### config.mk
export PLATFORM = sky130hd
export DESIGN_NAME = sync_fifo_gen
export DESIGN_NICKNAME = d
export VERILOG_FILES = /design/src/rtl/sync_fifo_gen.sv
export SDC_FILE = /design/constraint.sdc
export NUM_CORES = 1
export LEC_CHECK = 0
export ABC_CLOCK_PERIOD_IN_PS = 7450
export BUFFER_PORTS_ARGS = -buffer_cell sky130_fd_sc_hd__buf_2
export CORE_ASPECT_RATIO = 1.2
export CORE_UTILIZATION = 40
export CTS_CLUSTER_DIAMETER = 30
export CTS_CLUSTER_SIZE = 25
export DETAILED_ROUTE_END_ITERATION = 10
export HOLD_SLACK_MARGIN = 0.05
export PLACE_DENSITY_LB_ADDON = 0.15
export RECOVER_POWER = 50
export SLEW_MARGIN = 20
export SYNTH_ARGS = -nofsm -noshare
export SYNTH_HDL_FRONTEND = slang
export SYNTH_SLANG_ARGS = --single-unit
### constraint.sdc
create_clock -name clk -period 7.45 [get_ports clk]
set_input_delay 1.8625 -clock clk [delete_from_list [all_inputs] [get_ports clk]]
set_output_delay 1.8625 -clock clk [all_outputs]
set_load 0.01 [all_outputs]
### src/rtl/sync_fifo_gen.sv
//==============================================================================
// Module   : sync_fifo_gen
// Summary  : Single-clock FIFO. Read data is registered, occupancy is counted,
//            and the full/empty/almost flags are derived from that count.
// Options  : define FIFO_ERR_FLAGS_EN to add sticky overflow/underflow outputs
// Revision : 1.0 - initial release
//==============================================================================
`default_nettype none

module sync_fifo_gen #(
  parameter int FIFO_width = 16,
  parameter int FIFO_depth = 8,
  parameter int AF_level   = 6,
  parameter int AE_level   = 2
) (
  input  logic                          clk,
  input  logic                          rst,
  input  logic                          clear,
  input  logic [FIFO_width-1:0]         Data_in,
  input  logic                          wr_enable,
  input  logic                          rd_enable,
  output logic [FIFO_width-1:0]         Data_out,
  output logic                          rd_valid,
  output logic                          empty,
  output logic                          full,
  output logic                          almost_empty,
  output logic                          almost_full,
`ifdef FIFO_ERR_FLAGS_EN
  output logic                          overflow,
  output logic                          underflow,
`endif
  output logic [$clog2(FIFO_depth):0]   count
);

  localparam int ptr_width = $clog2(FIFO_depth);

  // Thresholds and constants pre-sized to the count/pointer widths.
  localparam logic [ptr_width:0]   depth_cnt = (ptr_width+1)'(FIFO_depth);
  localparam logic [ptr_width:0]   af_cnt    = (ptr_width+1)'(AF_level);
  localparam logic [ptr_width:0]   ae_cnt    = (ptr_width+1)'(AE_level);
  localparam logic [ptr_width:0]   cnt_one   = (ptr_width+1)'(1);
  localparam logic [ptr_width-1:0] ptr_one   = ptr_width'(1);

  logic [FIFO_width-1:0] mem [FIFO_depth];
  logic [ptr_width-1:0]  write_ptr;
  logic [ptr_width-1:0]  read_ptr;
  logic                  wr_acc;
  logic                  rd_acc;

  // Flags come straight from the registered count.
  assign empty        = (count == '0);
  assign full         = (count == depth_cnt);
  assign almost_full  = (count >= af_cnt);
  assign almost_empty = (count <= ae_cnt);

  // Requests are qualified by the pre-edge flags; a flush overrides both.
  assign wr_acc = wr_enable && !full  && !clear;
  assign rd_acc = rd_enable && !empty && !clear;

  // Storage array: written on accepted writes, never reset.
  always_ff @(posedge clk) begin
    if (wr_acc) begin
      mem[write_ptr] <= Data_in;
    end
  end

  // Pointers, occupancy count, registered read data and its valid strobe.
  always_ff @(posedge clk or posedge rst) begin
    if (rst) begin
      write_ptr <= '0;
      read_ptr  <= '0;
      count     <= '0;
      Data_out  <= '0;
      rd_valid  <= 1'b0;
    end else if (clear) begin
      // Flush: Data_out deliberately keeps its last value.
      write_ptr <= '0;
      read_ptr  <= '0;
      count     <= '0;
      rd_valid  <= 1'b0;
    end else begin
      rd_valid <= rd_acc;
      if (wr_acc) begin
        write_ptr <= write_ptr + ptr_one;
      end
      if (rd_acc) begin
        Data_out <= mem[read_ptr];
        read_ptr <= read_ptr + ptr_one;
      end
      case ({wr_acc, rd_acc})
        2'b10:   count <= count + cnt_one;
        2'b01:   count <= count - cnt_one;
        default: count <= count;
      endcase
    end
  end

`ifdef FIFO_ERR_FLAGS_EN
  // Sticky error flags; a flush cycle neither sets them nor keeps them.
  always_ff @(posedge clk or posedge rst) begin
    if (rst) begin
      overflow  <= 1'b0;
      underflow <= 1'b0;
    end else if (clear) begin
      overflow  <= 1'b0;
      underflow <= 1'b0;
    end else begin
      if (wr_enable && full) begin
        overflow <= 1'b1;
      end
      if (rd_enable && empty) begin
        underflow <= 1'b1;
      end
    end
  end
`endif

endmodule

`default_nettype wire
==> out/summary.txt, run 1 <==
status - finished with violations
failing checks - max-capacitance violations, max-slew violations
final hold violation count - 0
most common cell in the netlist - edfxtp_1
Post-Syn Instances - 324
max-slew violations - 62
Pwr Density - 342 nW/um^2
H-tree depth - 4
largest net degree at the start of global routing - 35
deepest clock path buffer count - 2
vias in the first global route - 3154
complex-gate fraction of the synthesized area - 3.62%
Clock Root Buffer - clkbuf_16
Filler cells - 1315
TritonCTS Buffers - 17
EDFF count, synth - 128
Antenna Cells - 0
number of hold buffers added after cts - 0
DRC - 0
dpl ws - 3380 ps
initial antenna violation count - 0
Leak - 2.49 nW
flops & latches, synth - 155
Tcrit/Tclk final - 50.8%
final setup skew - 7.43 ps
peak supply drop - 162 uV
Final setup viols - 0
Detail Placement HPWL - 6.86 mm
first-pass GRT wire length - 18.4 mm
post-synthesis simple-gate area fraction - 4.10%
drt first pass iters - 4
placed instance area - 6640 sq um
clk sinks - 155
Die Y - 139 microns
YS warnings - 0
total power - 0.00247 W
Reg clk slew, reported paths - 60 ps
Vias/cell - 5.05
RSZ-0062 raised after global routing - false
top post-synthesis cells by count - 128 x edfxtp_1, 32 x mux4_2, 27 x dfrtp_1
ys flop type - edfxtp_1
Period minus WS final - 3790 ps
number of placed cells counting well taps - 564
non-filler instance count after layout - 596
chip width - 116 microns
setup ws final - 3660 ps
Core Region - 15100 sq um
Post-synth ARST share - 17.4%
Crit. End Element - flop
worst-skew pair later-pin latency - 420 ps
crit path DAT - 4140 ps
total congestion overflow - 0
setup bufs post-CTS - 0
Worst Hold Class - reg2reg
syn_area_per_cell - 19.2 sq um
synthesized cell area - 6220 sq um
Crit path max-delay family - simple AND/OR/NAND/NOR gates
r2r setup slk - 4010 ps
critical-path cell list - clkbuf_1 -> o41ai_1 -> or2_0 -> a21oi_1 -> ha_1 -> and3_2 -> o21ai_0 -> or3b_2 -> nand3b_1
Setup TNS - 0 ps
CP bufs+invs - 1
CTS tree - built
ANT nets after route - 0
DRT iter0 DRCs - 142
Nets - 405
Max Freq - 264 MHz
FP Rows - 49
layout overhead on the synthesized area - 15.8%
via count - 3012
relative slew slack - -18.5%
mux cell area share after synthesis - 14.8%
leading area contributor after synthesis - edfxtp_1
max_cap viols - 2
CTS resizes - 0
Crit path largest cell delay - 460 ps
worst slew pin tran - 1780 ps
CP required - 7800 ps
DR WL/cell - 19.8 microns
synth unique cells - 39
largest family of logic cells by synthesized area - multiplexers
crit start category - input pin
drt total wl - 11.8 mm
sequential area share after synthesis - 72.6%
critical path class - in2reg
Max stage delay cell, worst path - or3b_2
Post-Synth XOR/XNOR Area - 0.844%
Initial Util - 41.3%
Worst Path Max Fanout - 6
GR Util All Layers - 16.5%
Total Die Area - 16100 sq um
I/O Buffers - 45
number of I/O pins - 46
Synth Area in Adders - 1.13%
Syn Nets - 350
Synth top area share - 61.8%
top cells by area, synth - edfxtp_1 62%, mux4_2 12%, dfrtp_1 11%
share of cells above drive strength 1 - 29.1%
routability cong. - 0.724
final cell area excluding filler cells - 7210 sq um
tightest hold or removal path: stages, from the launching register on:
cell	delay, ps
dfrtp_1	330
nand2_1	60
o21ai_2	50
layout by cell type, fill, tap and decap left out, drive strengths merged, types with 4 or more instances in the layout:
cell        n
edfxtp    128
clkbuf     39
buf        37
mux4       32
dfrtp      27
mux2i      20
nand2      19
o21ai      17
nor2       16
bufinv      5
nor3        5
inv         4
ha          4
clkinvlp    4
clkinv      4
final timing paths:
kind | start | to | depth (start not counted)
max in group asynchronous | rst | read_ptr[1]$_DFFE_PP0P_ | 3
min in group asynchronous | rst | Data_out[5]$_DFFE_PP0P_ | 3
setup reg to reg | count[0]$_DFFE_PP0P_ | Data_out[6]$_DFFE_PP0P_ | 4
hold / removal | Data_out[2]$_DFFE_PP0P_ | Data_out[2]$_DFFE_PP0P_ | 2
hold reg to reg | Data_out[2]$_DFFE_PP0P_ | Data_out[2]$_DFFE_PP0P_ | 2
setup / recovery | rd_enable | count[3]$_DFFE_PP0P_ | 9
cell type report:
cell class                 instances  area (sq um)  share of cell area (%)
clock inverter                    13           200                    2.78
clock buffer                      19           433                    6.01
tap                              204           255                    3.54
multi-input combinational        144          1500                    20.8
sequential                       155          4520                    62.7
inverter                           4          15.0                   0.208
timing repair buffer              57           285                    3.96
stage by stage:
stage	hold WS, ps	utilization (%)
finish	471	47.8
global route	495	47.8
CTS	475	48.2
detailed placement	461	44.0
global placement	454	44.0
floorplan	510	-
sequential cells by signal (all words and copies together) (netlist names):
register,flops
Data_out,16
count,4
mem,128
rd_valid,1
read_ptr,3
write_ptr,3
routing by layer:
layer	global-route usage, %	part of all wire [%]	vias to the layer above
met4	7.29	1.3	0
met3	4.37	3.6	12
met1	20.4	43	1547
met5	0	0	-
met2	26.9	52	63
li1	-	-	1390
cells by family after synthesis:
kind of cell    count (synthesis)
buf+inv                        25
flops                         155
fa+ha+maj                       5
compound gates                 27
simple gates                   54
mux                            52
xor+xnor                        6
power by group:
group	internal, W	switching, W	total [W]
registers	0.00102	0.0000836	0.00110
clock network	0.000591	0.000325	0.000916
logic	0.000218	0.000230	0.000448
total	0.00183	0.000639	0.00247
No activity file was read; power rests on OpenSTA's default activity.
==> run 2: changes to the inputs <==
--- a/config.mk
+++ b/config.mk
@@ -5,7 +5,8 @@
 export SDC_FILE = /design/constraint.sdc
 export NUM_CORES = 1
 export LEC_CHECK = 0
-export ABC_CLOCK_PERIOD_IN_PS = 7450
+export ABC_AREA = 1
+export ABC_CLOCK_PERIOD_IN_PS = 3700
 export BUFFER_PORTS_ARGS = -buffer_cell sky130_fd_sc_hd__buf_2
 export CORE_ASPECT_RATIO = 1.2
 export CORE_UTILIZATION = 40
==> constraint.sdc (replaced) <==
create_clock -name clk -period 3.7 [get_ports clk]
set_input_delay 0.925 -clock clk [delete_from_list [all_inputs] [get_ports clk]]
set_output_delay 0.925 -clock clk [all_outputs]
set_load 0.01 [all_outputs]
==> out/summary.txt, run 2 <==
initial antenna violation count - 0
Reg with most FFs - mem
Worst Path Max Fanout - 19
worst slew pin tran - 1100 ps
Clock Root Buffer - clkbuf_16
most common cell after layout, fill and taps aside - edfxtp_1
Detail Placement HPWL - 8.22 mm
Post-Synth XOR/XNOR Area - 0.138%
Final setup viols - 0
final hold violation count - 0
H-tree depth - 4
largest net degree at the start of global routing - 45
critical-path cell list - nor2_1 -> nand2_1 -> nand3_4 -> clkinvlp_2 -> nand3_1 -> nand2_1
final setup skew - 10.2 ps
synth unique cells - 29
drt total wl - 13.5 mm
vias in the first global route - 3972
routability cong. - 0.769
number of I/O pins - 46
Pwr Density - 663 nW/um^2
max-slew violations - 0
Setup TNS - 0 ps
r2r worst-path depth - 6
complex-gate fraction of the synthesized area - 10.0%
mux cell area share after synthesis - 0%
Vias/cell - 5.14
via count - 4043
layout overhead on the synthesized area - 15.5%
number of hold buffers added after cts - 0
Min-Delay Endpoint - Data_out[11]$_DFFE_PP0P_
Reg clk slew, reported paths - 60 ps
synthesized cell area - 6350 sq um
min-delay src - Data_out[11]$_DFFE_PP0P_
chip width - 117 microns
final cell area excluding filler cells - 7330 sq um
Worst path most repeated cell - nand2_1
Synth top area share - 60.5%
Period minus WS final - 2720 ps
Tcrit/Tclk final - 73.6%
CTS resizes - 0
EDFF count, synth - 128
most common cell in the netlist - edfxtp_1
FP Rows - 50
CP required - 3990 ps
max reg flops - 128
Leak - 2.68 nW
Total Die Area - 16400 sq um
CTS tree - built
Die Y - 140 microns
deepest clock path buffer count - 2
crit path DAT - 3020 ps
I/O Buffers - 45
worst hold stages - 2
setup ws final - 978 ps
Max Freq - 367 MHz
Synth Area in Adders - 1.10%
top cells by area, synth - edfxtp_1 61%, dfrtp_1 11%, nor2_1 6.3%
crit start category - flop
Nets - 591
ANT nets after route - 0
DRC - 0
Max stage delay cell, worst path - clkinvlp_2
drt first pass iters - 4
reg2reg start - count[0]$_DFFE_PP0P_
Crit path largest cell delay - 950 ps
relative slew slack - 26.2%
leading area contributor after synthesis - edfxtp_1
R2R Path End - Data_out[5]$_DFFE_PP0P_
worst-skew pair later-pin latency - 420 ps
placed instance area - 6810 sq um
peak supply drop - 330 uV
GR Util All Layers - 18.1%
Crit. End Element - flop
status - complete, no violations
top flop regs - mem (128), Data_out (16), count (4)
Post-synth ARST share - 17.4%
post-synthesis simple-gate area fraction - 13.7%
top post-synthesis cells by count - 128 x edfxtp_1, 106 x nor2_1, 69 x o21ai_0
Antenna Cells - 0
clk sinks - 155
DRT iter0 DRCs - 215
ys flop type - edfxtp_1
first-pass GRT wire length - 21.5 mm
max_cap viols - 0
DR WL/cell - 17.2 microns
Worst Hold Class - reg2reg
most frequent cells in the layout - 128 x edfxtp_1, 107 x nor2_1, 69 x o21ai_0
Post-Syn Instances - 512
total congestion overflow - 0
YS warnings - 0
RSZ-0062 raised after global routing - false
r2r setup slk - 980 ps
flops & latches, synth - 155
setup bufs post-CTS - 0
TritonCTS Buffers - 17
Syn Nets - 538
sequential area share after synthesis - 71.2%
share of cells above drive strength 1 - 17.3%
Initial Util - 40.8%
Core Region - 15600 sq um
critical path class - reg2reg
syn_area_per_cell - 12.4 sq um
largest family of logic cells by synthesized area - simple AND/OR/NAND/NOR gates
dpl ws - 1130 ps
==> run 2: routing by layer <==
| layer | part of all wire, % | routed length (microns) | track usage, % | vias to the layer above |
|---|---|---|---|---|
| met3 | 3.9 | 520 | 3.89 | 25 |
| met2 | 48 | 6450 | 28.3 | 96 |
| met4 | 2.4 | 323 | 7.59 | 0 |
| met5 | 0 | 0 | 0 | - |
| met1 | 46 | 6190 | 24.3 | 2002 |
| li1 | - | - | - | 1920 |
==> run 2: how the worst max path moves through the flow <==
stage / startpoint / to / slack, ps / depth (start not counted)
2_1_floorplan: clear / mem[0][0]$_DFFE_PP_ / 1230 / 5
3_3_place_gp: rd_enable / count[3]$_DFFE_PP0P_ / 1200 / 14
3_5_place_dp: rd_enable / count[3]$_DFFE_PP0P_ / 1130 / 14
4_1_cts: count[0]$_DFFE_PP0P_ / full / 1290 / 4
5_1_grt: count[0]$_DFFE_PP0P_ / Data_out[3]$_DFFE_PP0P_ / 680 / 6
6_report: count[0]$_DFFE_PP0P_ / Data_out[5]$_DFFE_PP0P_ / 980 / 6
==> run 2: cell families after synthesis <==
| logic type | Yosys count |
|---|---|
| and+or+nand+nor | 198 |
| DFF | 155 |
| AOI/OAI and AO/OA | 109 |
| buffers and inverters | 44 |
| adders and majority gates | 5 |
| xor gates and xnor gates | 1 |
==> run 2: power by group <==
group	leakage (nW)	total (W)	internal [W]	switching, W
clock	0.270	0.00160	0.000889	0.000711
sequential	1.50	0.00217	0.00204	0.000127
combinational	0.909	0.00109	0.000378	0.000717
==> run 2: metrics by stage <==
| stage | power, W | util (%) | std cells | hold slack (ps) |
|---|---|---|---|---|
| 4_1_cts | 0.00494 | 47.3 | 786 | 479 |
| 3_5_place_dp | 0.00333 | 43.7 | 754 | 461 |
| 5_1_grt | 0.00517 | 47.1 | 786 | 518 |
| 3_3_place_gp | 0.00330 | 43.7 | 754 | 458 |
| 2_1_floorplan | 0.00298 | - | 512 | 516 |
| 6_report | 0.00486 | 47.1 | 786 | 475 |
==> run 2: worst max-delay path: cells and delay by family (launching register included) <==
kind                   cells  cell delay [ps]
and+or+nand+nor            5             1170
buffers and inverters      1              950
DFF                        1              470
==> run 2: area by class of cell <==
cell class,instances,area (sq um)
sequential,155,4520
fill,1421,8250
tap,208,260
inverter,18,82.6
multi-input combinational,313,1580
clock buffer,18,439
timing repair buffer,60,339
clock inverter,14,111
==> run 3: changes to the inputs <==
--- a/config.mk
+++ b/config.mk
@@ -6,7 +6,7 @@
 export NUM_CORES = 1
 export LEC_CHECK = 0
 export ABC_AREA = 1
-export ABC_CLOCK_PERIOD_IN_PS = 3700
+export ABC_CLOCK_PERIOD_IN_PS = 2700
 export BUFFER_PORTS_ARGS = -buffer_cell sky130_fd_sc_hd__buf_2
 export CORE_ASPECT_RATIO = 1.2
 export CORE_UTILIZATION = 40
==> constraint.sdc (replaced) <==
create_clock -name clk -period 2.7 [get_ports clk]
set_input_delay 0.675 -clock clk [delete_from_list [all_inputs] [get_ports clk]]
set_output_delay 0.675 -clock clk [all_outputs]
set_load 0.01 [all_outputs]
==> out/summary.txt, run 3 (same netlist as run 2, synthesis figures left out) <==
status - finished with violations
failing checks - max-capacitance violations, max-slew violations
Internal Dissipation - 0.00485 W
crit path DAT - 2630 ps
Vias/cell - 5.02
Crit. End Element - flop
CP required - 3000 ps
drt total wl - 13.3 mm
worst-skew pair later-pin latency - 410 ps
most common cell after layout, fill and taps aside - edfxtp_1
Core Util, Final - 47.4%
r2r setup slk - 380 ps
Reg with most FFs - mem
Worst Path Max Fanout - 7
share of cells above drive strength 1 - 16.2%
worst slew pin tran - 1640 ps
number of I/O pins - 46
routability cong. - 0.717
Core Region - 15600 sq um
max reg flops - 128
I/O Buffers - 45
setup bufs post-CTS - 0
initial antenna violation count - 0
DRT iter0 DRCs - 293
total congestion overflow - 0
Reg power frac - 42.4%
Nets - 595
first-pass GRT wire length - 20.8 mm
TritonCTS Buffers - 17
GR Util All Layers - 17.6%
RSZ-0062 raised after global routing - false
clock power share - 35.2%
vias in the first global route - 3858
Worst Hold Class - reg2reg
Clock Root Buffer - clkbuf_16
clk sinks - 155
Detail Placement HPWL - 7.71 mm
via count - 3968
relative slew slack - -9.63%
CTS resizes - 0
layout overhead on the synthesized area - 16.4%
Period minus WS final - 2320 ps
Sw Ratio - 29.6%
Final setup viols - 0
crit start category - flop
final setup skew - 8.26 ps
non-filler instance count after layout - 790
max_cap viols - 1
H-tree depth - 4
top flop regs - mem (128), Data_out (16), count (4)
Reg clk slew, reported paths - 60 ps
drt first pass iters - 4
Total Die Area - 16400 sq um
Setup TNS - 0 ps
Pwr Density - 932 nW/um^2
Tcrit/Tclk final - 86.1%
DRC - 0
FP Rows - 50
max-slew violations - 28
Die Y - 140 microns
Antenna Cells - 0
largest net degree at the start of global routing - 67
number of hold buffers added after cts - 0
Gate power share - 22.4%
Leak - 2.70 nW
most frequent cells in the layout - 128 x edfxtp_1, 107 x nor2_1, 69 x o21ai_0
Initial Util - 40.8%
chip width - 117 microns
r2r worst-path depth - 14
deepest clock path buffer count - 2
worst hold stages - 2
DR WL/cell - 16.8 microns
number of placed cells counting well taps - 758
critical path class - reg2reg
peak supply drop - 440 uV
CTS tree - built
switching power - 0.00204 W
final hold violation count - 0
ANT nets after route - 0
Max Freq - 430 MHz
## run 3: cell count changes in the layout (fill, tap and decap cells not counted), sizes merged
cell,delta
clkinv,-1
bufinv,+4
buf,-2
clkbuf,+8
inv,-5
## run 3: final timing paths
kind                                             to                startpoint
max                            count[3]$_DFFE_PP0P_      count[0]$_DFFE_PP0P_
min                        Data_out[12]$_DFFE_PP0P_  Data_out[12]$_DFFE_PP0P_
max reg2reg                    count[3]$_DFFE_PP0P_      count[0]$_DFFE_PP0P_
min reg2reg                Data_out[12]$_DFFE_PP0P_  Data_out[12]$_DFFE_PP0P_
max in group asynchronous   Data_out[6]$_DFFE_PP0P_                       rst
min in group asynchronous  Data_out[14]$_DFFE_PP0P_                       rst
## run 3: area by class of cell
type	instances	area, sq um
clock buffer	20	437
multi-input combinational	313	1580
fill	1388	8190
inverter	18	86.3
timing repair buffer	64	334
clock inverter	12	173
sequential	155	4520
tap	208	260
## run 3: metrics by stage
step	power, W	hold slack, ps	instance area (sq um)	setup WS, ps
2_1_floorplan	0.00409	516	6350	482
3_3_place_gp	0.00452	459	6820	466
3_5_place_dp	0.00456	464	6820	376
4_1_cts	0.00698	339	7430	500
5_1_grt	0.00729	504	7390	189
6_report	0.00689	476	7390	376
## run 3: worst max-delay path, cell delays in order, from the launching register on
cell and delay (ps):
dfrtp_1 460, nor2_1 260, nand2_1 200, nand2_4 120
nand2_4 70, nor2_2 170, ha_1 300, a21oi_1 200
nand3_1 90, nand2_1 100, inv_1 40, nand2_1 50
nand2_1 50, nand2_1 60, nand2_1 50
## run 3: layer usage
| metal | track usage, % | routed length (microns) | vias to the layer above |
|---|---|---|---|
| li1 | - | - | 1921 |
| met1 | 23.3 | 5900 | 1921 |
| met2 | 28.0 | 6360 | 108 |
| met3 | 4.02 | 789 | 18 |
| met4 | 6.86 | 218 | 0 |
| met5 | 0 | 0 | - |
## run 3: power groups by stage
stage | Clock, W | Sequential (W) | Combinational (W)
6_report | 0.00242 | 0.00292 | 0.00154
5_1_grt | 0.00257 | 0.00295 | 0.00177
4_1_cts | 0.00247 | 0.00292 | 0.00159
3_5_place_dp | 0 | 0.00297 | 0.00159
3_3_place_gp | 0 | 0.00296 | 0.00156
2_1_floorplan | 0 | 0.00303 | 0.00106
